--- config.mk ---
export PLATFORM = sky130hd
export DESIGN_NAME = noc_output_arbiter
export DESIGN_NICKNAME = d
export VERILOG_FILES = /design/src/rtl/noc_output_arbiter.sv
export SDC_FILE = /design/constraint.sdc
export NUM_CORES = 1
export LEC_CHECK = 0
export CAP_MARGIN = 10
export CORE_UTILIZATION = 47
export CTS_CLUSTER_DIAMETER = 120
export DETAILED_ROUTE_END_ITERATION = 12
export DONT_BUFFER_PORTS = 1
export GPL_ROUTABILITY_DRIVEN = 0
export PLACE_DENSITY = 0.6
export SLEW_MARGIN = 0
export SYNTH_ARGS = -nofsm -noshare
export SYNTH_HDL_FRONTEND = slang
export SYNTH_SLANG_ARGS = --single-unit
export TNS_END_PERCENT = 1
--- constraint.sdc ---
create_clock -name clk -period 4.7 [get_ports clk]
set_input_delay 0.94 -clock clk [delete_from_list [all_inputs] [get_ports clk]]
set_output_delay 0.94 -clock clk [all_outputs]
set_load 0.01 [all_outputs]
--- src/rtl/noc_output_arbiter.sv ---
// ---------------------------------------------------------------------------
// noc_output_arbiter
//
// Purpose:
//   Round-robin, packet-locked (wormhole) arbiter that shares one router
//   output link among N_PORTS input FIFOs. Once a port wins, it keeps the
//   link until PKT_LEN flits have been read from it. The flits go to the
//   downstream FIFO's write port, and the arbiter respects that FIFO's
//   full/almost-full backpressure.
//
// Parameters:
//   N_PORTS  number of requesting input FIFOs
//   DATA_W   flit width
//   PKT_LEN  flits per packet (>= 1); the grant is held for exactly this many reads
//
// Ports:
//   clk        system clock, all state updates on the rising edge
//   rst        synchronous active-low reset
//   in_empty   per-port empty flag of the input FIFOs
//   in_data    per-port FIFO Data_out, port i at [i*DATA_W +: DATA_W]
//   rd         per-port read strobe, at most one bit high, forced 0 in reset
//   out_full   downstream FIFO full
//   out_afull  downstream FIFO has at most one free slot
//   out_data   flit to the downstream FIFO (0 when out_valid is low)
//   out_valid  write strobe to the downstream FIFO, one cycle after rd
//   grant      registered one-hot owner of the link, 0 when idle
//   busy       high while a packet owns the link
// ---------------------------------------------------------------------------
module noc_output_arbiter #(
    parameter int N_PORTS = 5,
    parameter int DATA_W  = 8,
    parameter int PKT_LEN = 4
) (
    input  logic                        clk,
    input  logic                        rst,
    input  logic [N_PORTS-1:0]          in_empty,
    input  logic [N_PORTS*DATA_W-1:0]   in_data,
    output logic [N_PORTS-1:0]          rd,
    input  logic                        out_full,
    input  logic                        out_afull,
    output logic [DATA_W-1:0]           out_data,
    output logic                        out_valid,
    output logic [N_PORTS-1:0]          grant,
    output logic                        busy
);

    localparam int PTR_W = (N_PORTS > 1) ? $clog2(N_PORTS) : 1;
    localparam int CNT_W = $clog2(PKT_LEN) + 1;

    localparam logic [CNT_W-1:0] LAST_FLIT = CNT_W'(PKT_LEN - 1);
    localparam logic [PTR_W-1:0] LAST_PORT = PTR_W'(N_PORTS - 1);

    typedef enum logic {
        S_IDLE = 1'b0,
        S_BUSY = 1'b1
    } state_t;

    // (base + off) mod N_PORTS, where both operands are already below N_PORTS.
    function automatic logic [PTR_W-1:0] wrap_add(input logic [PTR_W-1:0] base,
                                                  input int              off);
        int s;
        s = int'(base) + off;
        if (s >= N_PORTS) begin
            s = s - N_PORTS;
        end
        return PTR_W'(s);
    endfunction

    // -----------------------------------------------------------------------
    // State
    // -----------------------------------------------------------------------
    state_t               state_q,     state_d;
    logic [PTR_W-1:0]     rr_ptr_q,    rr_ptr_d;
    logic [PTR_W-1:0]     owner_q,     owner_d;
    logic [PTR_W-1:0]     src_sel_q,   src_sel_d;
    logic [CNT_W-1:0]     flit_cnt_q,  flit_cnt_d;
    logic [N_PORTS-1:0]   grant_q,     grant_d;
    logic                 busy_q,      busy_d;
    logic                 out_valid_q, out_valid_d;

    // -----------------------------------------------------------------------
    // Per-port views of the packed input buses
    // -----------------------------------------------------------------------
    logic [DATA_W-1:0]    port_data [N_PORTS];
    logic [N_PORTS-1:0]   req;

    // Candidate k is the port at distance k from the round-robin pointer.
    // The lowest k that is requesting wins.
    logic [PTR_W-1:0]     cand_idx  [N_PORTS];
    logic [N_PORTS-1:0]   cand_hit;

    logic                 pick_found;
    logic [PTR_W-1:0]     pick_idx;
    logic [N_PORTS-1:0]   pick_onehot;

    genvar gi;
    generate
        for (gi = 0; gi < N_PORTS; gi++) begin : g_port
            assign port_data[gi]   = in_data[gi*DATA_W +: DATA_W];
            assign req[gi]         = ~in_empty[gi];
            assign cand_idx[gi]    = wrap_add(rr_ptr_q, gi);
            assign cand_hit[gi]    = req[cand_idx[gi]];
            assign pick_onehot[gi] = (pick_idx == PTR_W'(gi));
        end
    endgenerate

    always_comb begin
        pick_found = 1'b0;
        pick_idx   = '0;
        // Scan from the farthest candidate down, so the nearest hit is the
        // last assignment and takes effect.
        for (int k = N_PORTS - 1; k >= 0; k--) begin
            if (cand_hit[k]) begin
                pick_found = 1'b1;
                pick_idx   = cand_idx[k];
            end
        end
    end

    // -----------------------------------------------------------------------
    // Read strobe
    // -----------------------------------------------------------------------
    // out_full lags a write that is already in flight by one cycle. If the
    // downstream FIFO has one free slot and a write is landing this cycle,
    // another read could overflow it, so the read is held off.
    logic owner_ready;
    logic rd_fire;

    assign owner_ready = ~in_empty[owner_q] & ~out_full & ~(out_afull & out_valid_q);
    assign rd_fire     = rst & (state_q == S_BUSY) & owner_ready;

    generate
        for (gi = 0; gi < N_PORTS; gi++) begin : g_rd
            assign rd[gi] = rd_fire & (owner_q == PTR_W'(gi));
        end
    endgenerate

    // -----------------------------------------------------------------------
    // Next-state logic
    // -----------------------------------------------------------------------
    always_comb begin
        state_d     = state_q;
        rr_ptr_d    = rr_ptr_q;
        owner_d     = owner_q;
        src_sel_d   = src_sel_q;
        flit_cnt_d  = flit_cnt_q;
        grant_d     = grant_q;
        busy_d      = busy_q;
        out_valid_d = rd_fire;

        case (state_q)
            S_IDLE: begin
                // No read is issued while idle. The winner is only registered
                // here, and its first flit is read on the next cycle.
                if (pick_found) begin
                    state_d    = S_BUSY;
                    owner_d    = pick_idx;
                    grant_d    = pick_onehot;
                    busy_d     = 1'b1;
                    flit_cnt_d = '0;
                end
            end

            S_BUSY: begin
                // An empty owner simply stalls. The link stays locked to the
                // owner until the whole packet has been read.
                if (rd_fire) begin
                    src_sel_d = owner_q;
                    if (flit_cnt_q == LAST_FLIT) begin
                        state_d    = S_IDLE;
                        grant_d    = '0;
                        busy_d     = 1'b0;
                        flit_cnt_d = '0;
                        // The port that just finished gets the lowest priority next.
                        rr_ptr_d   = (owner_q == LAST_PORT) ? '0 : owner_q + 1'b1;
                    end else begin
                        flit_cnt_d = flit_cnt_q + 1'b1;
                    end
                end
            end

            default: begin
                state_d = S_IDLE;
            end
        endcase
    end

    // -----------------------------------------------------------------------
    // State registers
    // -----------------------------------------------------------------------
    always_ff @(posedge clk) begin
        if (!rst) begin
            state_q     <= S_IDLE;
            rr_ptr_q    <= '0;
            owner_q     <= '0;
            src_sel_q   <= '0;
            flit_cnt_q  <= '0;
            grant_q     <= '0;
            busy_q      <= 1'b0;
            out_valid_q <= 1'b0;
        end else begin
            state_q     <= state_d;
            rr_ptr_q    <= rr_ptr_d;
            owner_q     <= owner_d;
            src_sel_q   <= src_sel_d;
            flit_cnt_q  <= flit_cnt_d;
            grant_q     <= grant_d;
            busy_q      <= busy_d;
            out_valid_q <= out_valid_d;
        end
    end

    // -----------------------------------------------------------------------
    // Outputs
    // -----------------------------------------------------------------------
    // The source FIFO updates Data_out on the edge that consumed the read,
    // so the flit is already on its Data_out when out_valid rises.
    assign out_data  = out_valid_q ? port_data[src_sel_q] : '0;
    assign out_valid = out_valid_q;
    assign grant     = grant_q;
    assign busy      = busy_q;

endmodule

Yosys cells after proc, flatten, opt, wreduce, memory -nomap -nowiden
Index checks and enable logic that the tools add are counted.
{"block": "word_totals", "register_bits": 20, "input_bits": 49, "out_inout_bits": 20, "elab_cells": 118}
{"block": "op_classes", "add_sub_neg": 11, "n_lt_le_gt_ge": 12, "n_eq_ne": 12, "n_mux": 48, "bitwise_logic": 20, "reduce_logical": 7}
{"cell": "$mux 3", "count": 14}
{"cell": "$bmux 8 s3", "count": 1}
{"cell": "$lt 3x4->1 const B", "count": 6}
{"cell": "$mux 8", "count": 3}
{"cell": "$bmux 1 s3", "count": 6}
{"cell": "$mux 1", "count": 17}
{"cell": "$ge 4x3->1 const B", "count": 4}
{"cell": "$eq 3x2->1 const B", "count": 5}
{"cell": "$mux 5", "count": 3}
{"cell": "$sub 3x3->3 const B", "count": 5}
{"cell": "$and 1x1->1", "count": 10}
{"cell": "$pmux 5 s2", "count": 1}
{"cell": "$not 1->1", "count": 9}
{"cell": "$add 3x2->4 const B", "count": 2}
{"cell": "$add 3x1->3 const B", "count": 2}
{"cell": "$eq 3x1->1 const B", "count": 2}
{"cell": "$eq 3x3->1 const B", "count": 2}
{"cell": "$logic_not 3->1", "count": 2}
{"cell": "$pmux 3 s2", "count": 1}
{"cell": "$reduce_and 2->1", "count": 3}
{"cell": "$reduce_and 3->1", "count": 2}
{"cell": "$add 3x1->4 const B", "count": 1}
{"cell": "$add 3x3->4 const B", "count": 1}
{"cell": "$ge 4x4->1 const B", "count": 1}
{"cell": "other kinds (5)", "count": 7}

Depth between registers and ports, before layout
Gate-level depths: netlist (run 1).
{"block": "depth", "word_depth": 13, "depth_mapped": 15, "depth_no_buf": 12}

Worst setup path after synthesis (run 1)
OpenSTA, ideal clock, no wires.
{"block": "synth_timing", "path_type": "flip-flop to flip-flop", "from": "register rr_ptr_q[0]", "to": "register grant_q[0], in the netlist grant[0]", "setup_ps": 116, "arrival_time_ps": 3171, "required_ps": 4584, "path_slack_ps": 1412, "path_stages_with_launch": 15, "n_path_buf": 2, "synth_period_minus_slack_ps": 3288, "cell_sequence": "dfxtp_1 > buf_4 > buf_6 > inv_1 > ha_1 > inv_1 > fa_1 > a21oi_2 > nor2_1 > a32o_1 > o21a_1 > or3_1 > a2111oi_2 > nor2_1 > a41o_1"}
{"block": "synth_between", "elab_chain_len": 13, "elab_cells_between_ends": 44, "classes_between": "add/sub (9); order compare (5); eq/ne (1); mux (27); reduce/logical (2)"}
{"element": "start, declared", "line": "73", "text": "logic [PTR_W-1:0] rr_ptr_q, rr_ptr_d;"}
{"element": "start signal, assigned", "line": "203", "text": "rr_ptr_q <= rr_ptr_d;"}
{"element": "$add 3x3->4", "line": "62", "text": "s = int'(base) + off;"}
{"element": "$ge 4x3->1 or $sub 3x3->3 (tied branches)", "line": "63, 64"}
{"element": "$mux 3", "line": "63", "text": "if (s >= N_PORTS) begin"}
{"element": "$bmux 1 s3", "line": "102", "text": "assign cand_hit[gi] = req[cand_idx[gi]];"}
{"element": "$mux 1 (not written as such)", "line": "102"}
{"element": "$mux 3 (5 in series)", "line": "113", "text": "if (cand_hit[k]) begin"}
{"element": "$logic_not 3->1", "line": "103", "text": "assign pick_onehot[gi] = (pick_idx == PTR_W'(gi));"}
{"element": "$mux 5", "line": "155", "text": "if (pick_found) begin"}
{"element": "$pmux 5 s2", "line": "151", "text": "case (state_q)"}
{"element": "end signal, assigned", "line": "207", "text": "grant_q <= grant_d;"}
{"element": "end, declared", "line": "77", "text": "logic [N_PORTS-1:0] grant_q, grant_d;"}
Several ways; a longest one is shown, not always the timed one. The select of a mux whose other input is x is not followed.
A chain may end at the register's enable or synchronous reset.

Final worst setup path (run 1)
{"block": "layout_timing", "from": "register rr_ptr_q[1]", "to": "register grant_q[3], in the netlist grant[3]"}
{"block": "layout_between", "elab_chain_len": 13, "elab_cells_between_ends": 44, "classes_between": "add/sub (9); order compare (5); eq/ne (2); mux (27); reduce/logical (1)"}
{"element": "$add 3x3->4", "line": "62"}
{"element": "$ge 4x3->1 or $sub 3x3->3 (tied branches)", "line": "63, 64"}
{"element": "$mux 3", "line": "63"}
{"element": "$bmux 1 s3", "line": "102"}
{"element": "$mux 1 (not written as such)", "line": "102"}
{"element": "$mux 3 (5 in series)", "line": "113"}
{"element": "$eq 3x2->1", "line": "103"}
{"element": "$mux 5", "line": "155"}
{"element": "$pmux 5 s2", "line": "151"}
Several ways; a longest one is shown, not always the timed one. The select of a mux whose other input is x is not followed.

==> flow_metrics.env, run 1 <==
export IMPL_clkLatencyLatePin_ns=0.26
export IMPL_syn_area_per_cell_sq_um=8.62
export IMPL_async_reset_ff_frac=0
export IMPL_seqPwrFrac=0.437
export IMPL_ys_seq_area_frac=0.160
export IMPL_synth_ff_type="dfxtp_1"
export IMPL_hpwl_microns=4770
export IMPL_endpoint_kind="flip-flop"
export IMPL_swShare=0.234
export IMPL_die_w_microns=75.1
export IMPL_grt_pass1_vias=1910
export IMPL_report_final_hold_viol_count=0
export IMPL_post_route_period_util=0.792
export IMPL_cts_resized=0
export IMPL_route_vias_total=2219
export IMPL_slew_violations=0
export IMPL_wl_per_cell_microns=17.7
export IMPL_clockRootBuffer="clkbuf_8"
export IMPL_cts_max_level=1
export IMPL_rows=26
export IMPL_dr_first_iter_drc_count=105
export IMPL_n_antenna_cell=0
export IMPL_synth_most_common_cell="nor2_1"
export IMPL_ys_ff_latch=20
export IMPL_nets=343
export IMPL_total_leakage_power_nw=0.975
export IMPL_fmax_ghz=0.269
export IMPL_yosys_warnings=0
export IMPL_postCtsSetupBuffers=0
export IMPL_hold_path_class="flip-flop to flip-flop"
export IMPL_start_util=0.488
export IMPL_yosys_area_top_type="dfxtp_1"
export IMPL_syn_cell_area_sq_mm=0.00251
export IMPL_core_sq_mm=0.00514
export IMPL_drv_cap=0
export IMPL_utilization=0.500
export IMPL_drive_gt1_frac=0.133
export IMPL_overflow=0
export IMPL_synth_edf_count=0
export IMPL_powerDensity_mw_per_mm2=162
export IMPL_startpoint_type="flip-flop"
export IMPL_status="completed"
export IMPL_ys_top_cells_by_area="dfxtp_1 16%, mux4_2 9.9%, ha_1 7.0%"
export IMPL_die_area_sq_mm=0.00563
export IMPL_relSlewSlack=0.460
export IMPL_chipHeight_microns=75.1
export IMPL_cts_buffers=3
export IMPL_synthTopCellsByCount="22 x nor2_1, 21 x a21oi_1, 20 x dfxtp_1"
export IMPL_clkTransAtPathRegs_ns=0.08
export IMPL_tightest_slew_ns=0.804
export IMPL_clock_power_share=0.412
export IMPL_cts_tree="built"
export IMPL_crit_fanout=15
export IMPL_syn_nets=355
export IMPL_grt_antenna_before_repair=0
export IMPL_fin_crit_ns=3.72
export IMPL_setup_viol=0
export IMPL_clk_path_buf_depth=2
export IMPL_io_pins=69
export IMPL_viasPerCell=6.38
export IMPL_timing_hold_ws_ns=0.457
export IMPL_ant_nets=0
export IMPL_yosysTopAreaCellShare=0.160
export IMPL_drc=0
export IMPL_p_comb_frac=0.151
export IMPL_finalSetupTns_ns=0
export IMPL_slowest_delay_ns=0.72
export IMPL_grt_max_degree=28
export IMPL_dr_pass1_iters=4
export IMPL_crit_slowest_cell="o41ai_4"
export IMPL_critPathKind="flip-flop to flip-flop"
export IMPL_arrival_ns=3.88
export IMPL_path_cells="inv_1 -> ha_1 -> inv_1 -> a31o_1 -> o22a_1 -> mux2_4 -> o21a_4 -> o41ai_4 -> a211oi_2 -> a32o_2"
export IMPL_wl_microns=6180
export IMPL_grt_pass1_wl_microns=9290
export IMPL_hold_buffers=0
export IMPL_rsz0062_at_grt="no"
export IMPL_yosysUniqueCellTypes=75
export IMPL_grt_use_total=0.214
export IMPL_synth_cells=291
export IMPL_area_growth_pct=2.49
export IMPL_cts_num_sinks=20
export IMPL_fin_skew_ns=0.00842
export IMPL_cpMostUsedCell="inv_1"
export IMPL_power_switching_uw=97.2
export IMPL_portBuffers=0
export IMPL_p_int_uw=318
export IMPL_worstPathRequired_ns=4.86
export IMPL_vdd_ir_drop_max_uv=201
==> placed cells by master (no fill, tap or decap), types with 3 or more instances in the layout <==
master	count
a211oi_1	4
a21o_1	5
a21oi_1	21
a22o_1	3
a22oi_1	10
a41o_1	3
and2_1	5
and4_1	3
buf_4	3
clkbuf_8	3
dfxtp_1	20
ha_1	14
inv_1	13
mux2i_1	14
mux4_2	11
nand2_1	10
nand2b_1	8
nand3_1	4
nand3b_1	4
nand4_1	4
nor2_1	22
nor2b_1	12
nor3_1	4
nor3b_1	4
nor4_1	3
o21a_1	4
o21ai_0	5
o22ai_1	3
or2_2	4
or3_1	3
xnor2_1	3
==> power by group through the flow <==
stage / clock (mW) / sequential, mW / combinational (mW)
2_1_floorplan: 0 / 0.183 / 0.0583
5_1_grt: 0.180 / 0.183 / 0.0701
6_report: 0.171 / 0.182 / 0.0628
3_5_place_dp: 0 / 0.185 / 0.0625
4_1_cts: 0.174 / 0.182 / 0.0627
3_3_place_gp: 0 / 0.185 / 0.0623
==> path summary, 6_finish.rpt <==
path	from	to	slack, ns	cells past startpoint
worst max-delay path	rr_ptr_q[1]$_SDFFE_PN0P_	grant[3]$_SDFFE_PN0P_	0.98	10
worst min-delay path	flit_cnt_q[2]$_SDFFE_PN0P_	flit_cnt_q[2]$_SDFFE_PN0P_	0.46	2
worst max register to register	rr_ptr_q[1]$_SDFFE_PN0P_	grant[3]$_SDFFE_PN0P_	0.98	10
worst min register to register	flit_cnt_q[2]$_SDFFE_PN0P_	flit_cnt_q[2]$_SDFFE_PN0P_	0.46	2
==> logic make-up after synthesis <==
kind of cell,synth area share
simple gates,0.222
compound gates,0.293
buf+inv,0.0698
mux,0.161
flops,0.160
fa+ha+maj,0.0778
xor+xnor,0.0170
==> critical path: cells and delay by family, from the launching register on <==
kind,cells,cell delay (ns)
AO/OA/AOI/OAI,6,1.77
buffers and inverters,2,0.43
flip-flops,1,0.52
multiplexers,1,0.32
adder cells (fa/ha/maj),1,0.59
==> metal layers <==
metal | part of all wire | global-route usage | wire (microns)
met5 | 0 | 0 | 0
met4 | 0.0036 | 0.0377 | 22
met1 | 0.45 | 0.293 | 2790
met3 | 0.075 | 0.0402 | 464
met2 | 0.47 | 0.353 | 2900
==> registers in the layout, indices dropped and copies added, names as in the netlist <==
name and flops:
src_sel_q 3, state_q 1, flit_cnt_q 3, owner_q 3, busy 1, grant 5, rr_ptr_q 3, out_valid 1
==> per-stage QoR <==
step	power, mW	setup WS (ns)	std cells	instance area (sq um)
final	0.416	0.976	348	2570
after global routing	0.433	0.726	348	2570
after CTS	0.418	0.995	348	2570
after detailed placement	0.248	0.993	344	2500
after global placement	0.248	1.09	344	2500
after floorplan	0.241	1.41	291	2510
==> final cells by class <==
type	count	area [sq um]
fill	508	2570
multi-input combinational	236	1930
sequential	20	400
tap	70	87.6
inverter	15	56.3
clock buffer	3	41.3
clock inverter	1	30.0
timing repair buffer	3	22.5
No activity file was read; power rests on OpenSTA's default activity.
==> inputs of run 2 (changes only) <==
Settings changed: PLACE_DENSITY 0.6 to 0.62.
Clock period 4.7 ns to 3.41 ns, I/O delays scaled along.
==> flow_metrics.env, run 2 (synthesized netlist as in run 1, its figures left out) <==
export IMPL_route_vias_total=2263
export IMPL_area_growth_pct=4.99
export IMPL_total_leakage_power_nw=1.00
export IMPL_grt_antenna_before_repair=0
export IMPL_dr_pass1_iters=4
export IMPL_cts_max_level=1
export IMPL_postCtsSetupBuffers=0
export IMPL_hold_buffers=0
export IMPL_placedCellCount=351
export IMPL_slew_violations=0
export IMPL_place_ws_ns=0.170
export IMPL_hpwl_microns=4910
export IMPL_overflow=0
export IMPL_cts_num_sinks=20
export IMPL_wl_per_cell_microns=17.8
export IMPL_setup_viol=0
export IMPL_critPathKind="flip-flop to flip-flop"
export IMPL_viasPerCell=6.37
export IMPL_setup_slack_ns=0.179
export IMPL_finalPower_uw=522
export IMPL_startpoint_type="flip-flop"
export IMPL_powerDensity_mw_per_mm2=198
export IMPL_cts_buffers=3
export IMPL_fin_cells=355
export IMPL_cts_tree="built"
export IMPL_tightest_slew_ns=0.803
export IMPL_most_common_layout_cells="22 x nor2_1, 21 x a21oi_1, 19 x dfxtp_1, 14 x mux2i_1"
export IMPL_drv_cap=0
export IMPL_die_w_microns=75.1
export IMPL_die_area_sq_mm=0.00563
export IMPL_rows=26
export IMPL_placed_area_sq_mm=0.00255
export IMPL_crit_fanout=27
export IMPL_start_util=0.488
export IMPL_vdd_ir_drop_max_uv=317
export IMPL_wl_microns=6320
export IMPL_cts_resized=0
export IMPL_clockRootBuffer="clkbuf_8"
export IMPL_utilization=0.512
export IMPL_r2r_start="rr_ptr_q[0]$_SDFFE_PN0P_"
export IMPL_timing_hold_ws_ns=0.448
export IMPL_holdPathStages=2
export IMPL_io_pins=69
export IMPL_worst_r2r_cell_count=10
export IMPL_finalSetupTns_ns=0
export IMPL_drive_gt1_frac=0.168
export IMPL_core_sq_mm=0.00514
export IMPL_fmax_ghz=0.310
export IMPL_relSlewSlack=0.460
export IMPL_clkTransAtPathRegs_ns=0.08
export IMPL_grt_max_degree=28
export IMPL_grt_pass1_wl_microns=9670
export IMPL_n_antenna_cell=0
export IMPL_clk_path_buf_depth=2
export IMPL_portBuffers=0
export IMPL_hold_path_class="flip-flop to flip-flop"
export IMPL_cp_startpoint="rr_ptr_q[0]$_SDFFE_PN0P_"
export IMPL_layout_cells_most_common="nor2_1"
export IMPL_grt_pass1_vias=1987
export IMPL_endpoint_kind="flip-flop"
export IMPL_fin_area_sq_mm=0.00263
export IMPL_post_route_period_util=0.947
export IMPL_ant_nets=0
export IMPL_drc=0
export IMPL_reg2reg_setup_slack_ns=0.18
export IMPL_fin_crit_ns=3.23
export IMPL_endpoint="grant[2]$_SDFFE_PN0P_"
export IMPL_grt_use_total=0.226
export IMPL_status="completed"
export IMPL_report_final_hold_viol_count=0
export IMPL_largest_reg_flops=5
export IMPL_nets=350
export IMPL_arrival_ns=3.44
export IMPL_dr_first_iter_drc_count=192
export IMPL_clkLatencyLatePin_ns=0.26
export IMPL_fin_skew_ns=0.00859
export IMPL_rr_endpoint="grant[2]$_SDFFE_PN0P_"
export IMPL_chipHeight_microns=75.1
export IMPL_worstPathRequired_ns=3.61
## run 2: power by group
part	leakage, nW	switching, mW	internal (mW)
Combinational	0.809	0.0454	0.0454
Clock	0.0288	0.0780	0.103
Sequential	0.163	0.00990	0.240
## run 2: worst min path at each step
stage                               startpoint  slack (ns)                    endpoint
floorplan           flit_cnt_q[2]$_SDFFE_PN0P_        0.41  flit_cnt_q[2]$_SDFFE_PN0P_
global placement    flit_cnt_q[2]$_SDFFE_PN0P_        0.44  flit_cnt_q[2]$_SDFFE_PN0P_
detailed placement  flit_cnt_q[2]$_SDFFE_PN0P_        0.44  flit_cnt_q[2]$_SDFFE_PN0P_
CTS                 flit_cnt_q[2]$_SDFFE_PN0P_        0.45  flit_cnt_q[2]$_SDFFE_PN0P_
global route        flit_cnt_q[2]$_SDFFE_PN0P_        0.47  flit_cnt_q[2]$_SDFFE_PN0P_
finish              flit_cnt_q[2]$_SDFFE_PN0P_        0.45  flit_cnt_q[2]$_SDFFE_PN0P_
## run 2: cell type report
type / count / area (sq um)
Fill cell: 497 / 2510
Multi-Input combinational cell: 236 / 1960
Sequential cell: 20 / 402
Tap cell: 70 / 87.6
Timing Repair Buffer: 10 / 75.1
Inverter: 15 / 56.3
Clock buffer: 4 / 55.1
## run 2: routing by layer
metal | GRT usage | wire length (microns)
met1 | 0.312 | 2910
met2 | 0.368 | 2960
met3 | 0.0428 | 410
met4 | 0.0419 | 34
met5 | 0 | 0
## run 2: worst max-delay path, stage by stage, from the launching register on
cell,delay (ns)
dfxtp_1,0.35
buf_4,0.32
ha_2,0.36
nor2b_1,0.11
a211oi_1,0.32
o22a_1,0.23
mux2_4,0.32
o21a_4,0.23
or4_4,0.51
a211oi_2,0.26
a32o_2,0.15
